$ cat src/rtl/csa_add_scheduler.sv
// Two-requester round-robin scheduler around a shared 4-bit carry-select adder slice.
// Each WIDTH-bit add runs LSB chunk first, one chunk per cycle, with a registered inter-chunk carry.
module csa_add_scheduler #(
    parameter int WIDTH = 16
) (
    input  logic             clk,
    input  logic             rst,
    input  logic             req0_valid,
    output logic             req0_ready,
    input  logic [WIDTH-1:0] req0_a,
    input  logic [WIDTH-1:0] req0_b,
    input  logic             req0_cin,
    input  logic             req1_valid,
    output logic             req1_ready,
    input  logic [WIDTH-1:0] req1_a,
    input  logic [WIDTH-1:0] req1_b,
    input  logic             req1_cin,
    output logic             res_valid,
    input  logic             res_ready,
    output logic [WIDTH-1:0] res_sum,
    output logic             res_cout,
    output logic             res_id
);

    localparam int NCHUNK = WIDTH / 4;
    localparam int CW     = (NCHUNK > 1) ? $clog2(NCHUNK) : 1;

    typedef enum logic [1:0] {
        IDLE = 2'd0,
        ADD  = 2'd1,
        DONE = 2'd2
    } state_t;

    state_t          state_r;
    state_t          state_nxt_s;
    logic            ptr_r;
    logic [WIDTH-1:0] a_r;
    logic [WIDTH-1:0] b_r;
    logic            carry_r;
    logic [CW-1:0]   cnt_r;
    logic            grant0_s;
    logic            grant1_s;
    logic            accept_s;
    logic            last_s;
    logic [4:0]      chunk_s;

    // Both candidate sums are formed unconditionally; the incoming carry only selects between them.
    function automatic logic [4:0] csa_chunk(input logic [3:0] a, input logic [3:0] b, input logic cin);
        logic [4:0] s0;
        logic [4:0] s1;
        s0 = {1'b0, a} + {1'b0, b};
        s1 = s0 + 5'd1;
        return cin ? s1 : s0;
    endfunction

    assign accept_s   = grant0_s | grant1_s;
    assign last_s     = (cnt_r == CW'(NCHUNK - 1));
    assign chunk_s    = csa_chunk(a_r[{cnt_r, 2'b00} +: 4], b_r[{cnt_r, 2'b00} +: 4], carry_r);
    assign req0_ready = grant0_s;
    assign req1_ready = grant1_s;

    // State register.
    always_ff @(posedge clk or posedge rst) begin
        if (rst) begin
            state_r <= IDLE;
        end else begin
            state_r <= state_nxt_s;
        end
    end

    // Next-state logic.
    always_comb begin
        state_nxt_s = state_r;
        case (state_r)
            IDLE: begin
                if (accept_s) state_nxt_s = ADD;
                else          state_nxt_s = IDLE;
            end
            ADD: begin
                if (last_s) state_nxt_s = DONE;
                else        state_nxt_s = ADD;
            end
            DONE: begin
                if (res_ready) state_nxt_s = IDLE;
                else           state_nxt_s = DONE;
            end
            default: state_nxt_s = IDLE;
        endcase
    end

    // Grant outputs: only in IDLE; a sole requester wins, a tie goes to the pointer side.
    always_comb begin
        grant0_s = 1'b0;
        grant1_s = 1'b0;
        if (state_r == IDLE) begin
            grant0_s = req0_valid & (~req1_valid | ~ptr_r);
            grant1_s = req1_valid & (~req0_valid |  ptr_r);
        end else begin
            grant0_s = 1'b0;
            grant1_s = 1'b0;
        end
    end

    // Operand capture, chunk-serial datapath and result registers.
    always_ff @(posedge clk or posedge rst) begin
        if (rst) begin
            ptr_r     <= 1'b0;
            a_r       <= '0;
            b_r       <= '0;
            carry_r   <= 1'b0;
            cnt_r     <= '0;
            res_sum   <= '0;
            res_cout  <= 1'b0;
            res_id    <= 1'b0;
            res_valid <= 1'b0;
        end else begin
            case (state_r)
                IDLE: begin
                    if (accept_s) begin
                        ptr_r   <= grant0_s;
                        a_r     <= grant1_s ? req1_a   : req0_a;
                        b_r     <= grant1_s ? req1_b   : req0_b;
                        carry_r <= grant1_s ? req1_cin : req0_cin;
                        res_id  <= grant1_s;
                        cnt_r   <= '0;
                    end
                end
                ADD: begin
                    res_sum[{cnt_r, 2'b00} +: 4] <= chunk_s[3:0];
                    carry_r                      <= chunk_s[4];
                    if (last_s) begin
                        res_cout  <= chunk_s[4];
                        res_valid <= 1'b1;
                    end else begin
                        cnt_r <= cnt_r + CW'(1);
                    end
                end
                DONE: begin
                    if (res_ready) res_valid <= 1'b0;
                end
                default: res_valid <= 1'b0;
            endcase
        end
    end

endmodule

$ cat config.mk
export PLATFORM = sky130hd
export DESIGN_NAME = csa_add_scheduler
export DESIGN_NICKNAME = d
export VERILOG_FILES = /design/src/rtl/csa_add_scheduler.sv
export SDC_FILE = /design/constraint.sdc
export NUM_CORES = 1
export LEC_CHECK = 0
export CAP_MARGIN = 10
export CORE_UTILIZATION = 51
export CTS_CLUSTER_SIZE = 28
export DETAILED_ROUTE_END_ITERATION = 6
export GPL_ROUTABILITY_DRIVEN = 0
export PLACE_DENSITY = 0.9
export SLEW_MARGIN = 20
export SYNTH_ARGS = -nofsm -noshare
export SYNTH_HDL_FRONTEND = slang
export SYNTH_SLANG_ARGS = --single-unit
$ cat constraint.sdc
create_clock -name clk -period 4.3 [get_ports clk]
set_input_delay 1.075 -clock clk [delete_from_list [all_inputs] [get_ports clk]]
set_output_delay 1.075 -clock clk [all_outputs]
set_load 0.03 [all_outputs]
==> flow_metrics.env <==
export IMPL_via_per_inst=5.366
export IMPL_ff2ff_setup_slack_ps=1100
export IMPL_synthDistinctLibCells=36
export IMPL_fin_worst_skew_ps=9.292
export IMPL_clk_latency_ps=330
export IMPL_routedWlPerCell_um=14.71
export IMPL_period_needed_ps=3709
export IMPL_cts_tree="done"
export IMPL_arrival_ps=2630
export IMPL_nFillCells=424
export IMPL_portBuffers=91
export IMPL_place_ws_ps=594.8
export IMPL_fin_cells=459
export IMPL_clockBufferDepth=2
export IMPL_cts_root_buf="clkbuf_8"
export IMPL_min_path_type="reg -> reg"
export IMPL_totalWireLength_um=6750
export IMPL_nNetsFinal=465
export IMPL_slew_headroom=0.5318
export IMPL_drv_cap=0
export IMPL_synth_edff_count=0
export IMPL_dr_pass1_iters=4
export IMPL_ir_drop_mv=0.4878
export IMPL_synth_fp_nets=374
export IMPL_clkTransAtPathRegs_ps=60
export IMPL_tightest_slew_ps=702.3
export IMPL_cpMaxStageDelayCell="clkdlybuf4s50_1"
export IMPL_finalHoldViolCount=0
export IMPL_cts_hold_buf=0
export IMPL_syn_cell_area_mm2=0.003005
export IMPL_ys_flop_type="dfrtp_1"
export IMPL_postCtsSetupBuffers=0
export IMPL_detail_route_antenna_nets=0
export IMPL_crit_type="in -> out"
export IMPL_report_final_slew_viol_count=0
export IMPL_rsz0062_at_grt="no"
export IMPL_max_stage_delay_ps=660
export IMPL_area_delta_synth_final_pct=36.84
export IMPL_cpMostUsedCell="clkdlybuf4s50_1"
export IMPL_setup_viol=0
export IMPL_async_flop_share=1.000
export IMPL_drt_drc_violations_left=0
export IMPL_clock_fmax_mhz=269.6
export IMPL_grt_ovfl_total=0
export IMPL_hpwlAfterDp_um=5006
export IMPL_crit_family="buffers and inverters"
export IMPL_num_vias=2463
export IMPL_grt_first_pass_wirelength_um=11550
export IMPL_dieWidth_um=78.77
export IMPL_dp_cells=443
export IMPL_synth_cells=291
export IMPL_drive_gt1_frac=0.08269
export IMPL_p_leak_nw=1.927
export IMPL_top_level_ports=92
export IMPL_htree_levels=3
export IMPL_grt_max_degree=65
export IMPL_dieArea_mm2=0.006204
export IMPL_critPathRequiredTime_ps=3220
export IMPL_ctsResizeCount=0
export IMPL_initial_core_util=0.5359
export IMPL_antenna_cells=0
export IMPL_setup_ws_ps=591.0
export IMPL_grt_pass1_vias=2632
export IMPL_dr_first_iter_drc_count=123
export IMPL_grt_usage=0.2443
export IMPL_worstPathMaxFanout=4
export IMPL_finalSetupTns_ps=0
export IMPL_fin_crit_sh=0.8626
export IMPL_cts_buffers=9
export IMPL_status="complete, no violations"
export IMPL_yosysSeqAreaShare=0.4746
export IMPL_crit_path_end_kind="output pin"
export IMPL_cts_sinks=57
export IMPL_crit_chain="clkdlybuf4s50_1 > nand2_1 > a21o_2 > inv_1 > clkdlybuf4s50_1"
export IMPL_ys_seq_elements=57
export IMPL_antenna_found_initial=0
export IMPL_crit_buf_inv=3
export IMPL_avgSynthCellArea_um2=10.33
export IMPL_startpoint_type="primary input"
export IMPL_die_h_um=78.77
export IMPL_fp_coreArea_mm2=0.005608
export IMPL_yosysWarnings=0
export IMPL_p_per_area_mw_per_mm2=757.5
export IMPL_num_rows=27
[per-layer routing]
| layer | GRT usage | share of wire | wire [um] | vias up |
|---|---|---|---|---|
| li1 | - | - | - | 1197 |
| met2 | 0.4209 | 0.51 | 3429 | 81 |
| met5 | 0 | 0 | 0 | - |
| met4 | 0.1130 | 0.023 | 154 | 0 |
| met1 | 0.2937 | 0.42 | 2866 | 1170 |
| met3 | 0.04943 | 0.044 | 299 | 15 |
[worst paths after layout]
path | startpoint | endpoint | cells past startpoint
setup reg to reg | cnt_r[0] | carry_r | 10
hold reg to reg | res_id | res_id | 2
min in group asynchronous | rst | b_r[1] | 2
hold / removal | res_id | res_id | 2
setup / recovery | req0_valid | req0_ready | 5
max in group asynchronous | rst | res_sum[10] | 2
[where the power goes]
part | switching [W] | internal (W) | total (W)
Sequential | 0.000179 | 0.000768 | 0.000947
Clock | 0.000202 | 0.000238 | 0.000440
Combinational | 0.000973 | 0.000755 | 0.00173
Total | 0.00135 | 0.00176 | 0.00312
[registers in the layout (all words and copies together) (netlist names)]
name,flops
carry_r,1
res_cout,1
res_id,1
b_r,16
ptr_r,1
res_valid,1
state_r,2
cnt_r,2
a_r,16
res_sum,16
[layout by cell type, fill, tap and decap left out, drive strengths merged, types with 2 or more instances in the layout]
cell type	instances
nand2	67
o22ai	2
a21oi	2
mux2i	32
nor2	10
mux4	8
o31ai	7
xor2	2
ha	11
inv	10
clkdlybuf4s50	91
xnor2	3
buf	3
clkbuf	13
o21ai	45
nor3	2
a21o	2
nand4	2
dfrtp	57
clkinv	4
[cell type report]
cell class                      instances  area (um2)  share of cell area
Clock buffer                           13       158.9             0.03864
Clock inverter                          3       15.01            0.003651
Inverter                               11       43.79             0.01065
Multi-Input combinational cell        209        1445              0.3514
Sequential cell                        57        1426              0.3468
Tap cell                               72       90.09             0.02190
Timing Repair Buffer                   94       933.4              0.2270
[worst reg2reg max path: stages (launching register included)]
cell and delay, ps:
dfrtp_1 700, mux4_2 600, ha_1 230, inv_1 70, fa_1 440, inv_1 80
ha_1 140, nand2_1 80, nor4_1 380, xor2_1 250, o22ai_1 100
[synthesized netlist by cell type (2+ instances only)]
| library cell | number | area, um2 |
|---|---|---|
| a21o_1 | 2 | 15.01 |
| a21oi_1 | 2 | 10.01 |
| buf_2 | 6 | 30.03 |
| buf_6 | 4 | 45.04 |
| clkbuf_1 | 3 | 11.26 |
| dfrtp_1 | 57 | 1426 |
| ha_1 | 11 | 137.6 |
| inv_1 | 11 | 41.29 |
| mux2i_1 | 32 | 320.3 |
| mux4_2 | 8 | 180.2 |
| nand2_1 | 66 | 247.7 |
| nand4_1 | 2 | 12.51 |
| nor2_1 | 10 | 37.54 |
| nor3_1 | 2 | 10.01 |
| o21ai_0 | 11 | 55.05 |
| o21ai_1 | 34 | 170.2 |
| o22ai_1 | 2 | 12.51 |
| o31ai_1 | 7 | 52.55 |
| xnor2_1 | 3 | 26.28 |
| xor2_1 | 2 | 17.52 |
[stage by stage]
stage	area, um2	power [W]	hold slack [ps]	utilization
2_1_floorplan	3005	0.002182	470.6	-
3_3_place_gp	3936	0.002581	459.1	0.7019
3_5_place_dp	3939	0.002680	471.2	0.7024
4_1_cts	4113	0.003127	485.2	0.7334
5_1_grt	4113	0.003363	497.8	0.7334
6_report	4113	0.003116	484.2	0.7334
[cells by family after synthesis]
logic type,Yosys count,share of synthesized area
simple gates,89,0.1262
buf+inv,25,0.04496
compound gates,62,0.1170
xor+xnor,5,0.01457
fa+ha+maj,12,0.05246
mux,41,0.1703
flops,57,0.4746
Note: power is estimated with default switching activity, not from simulation.
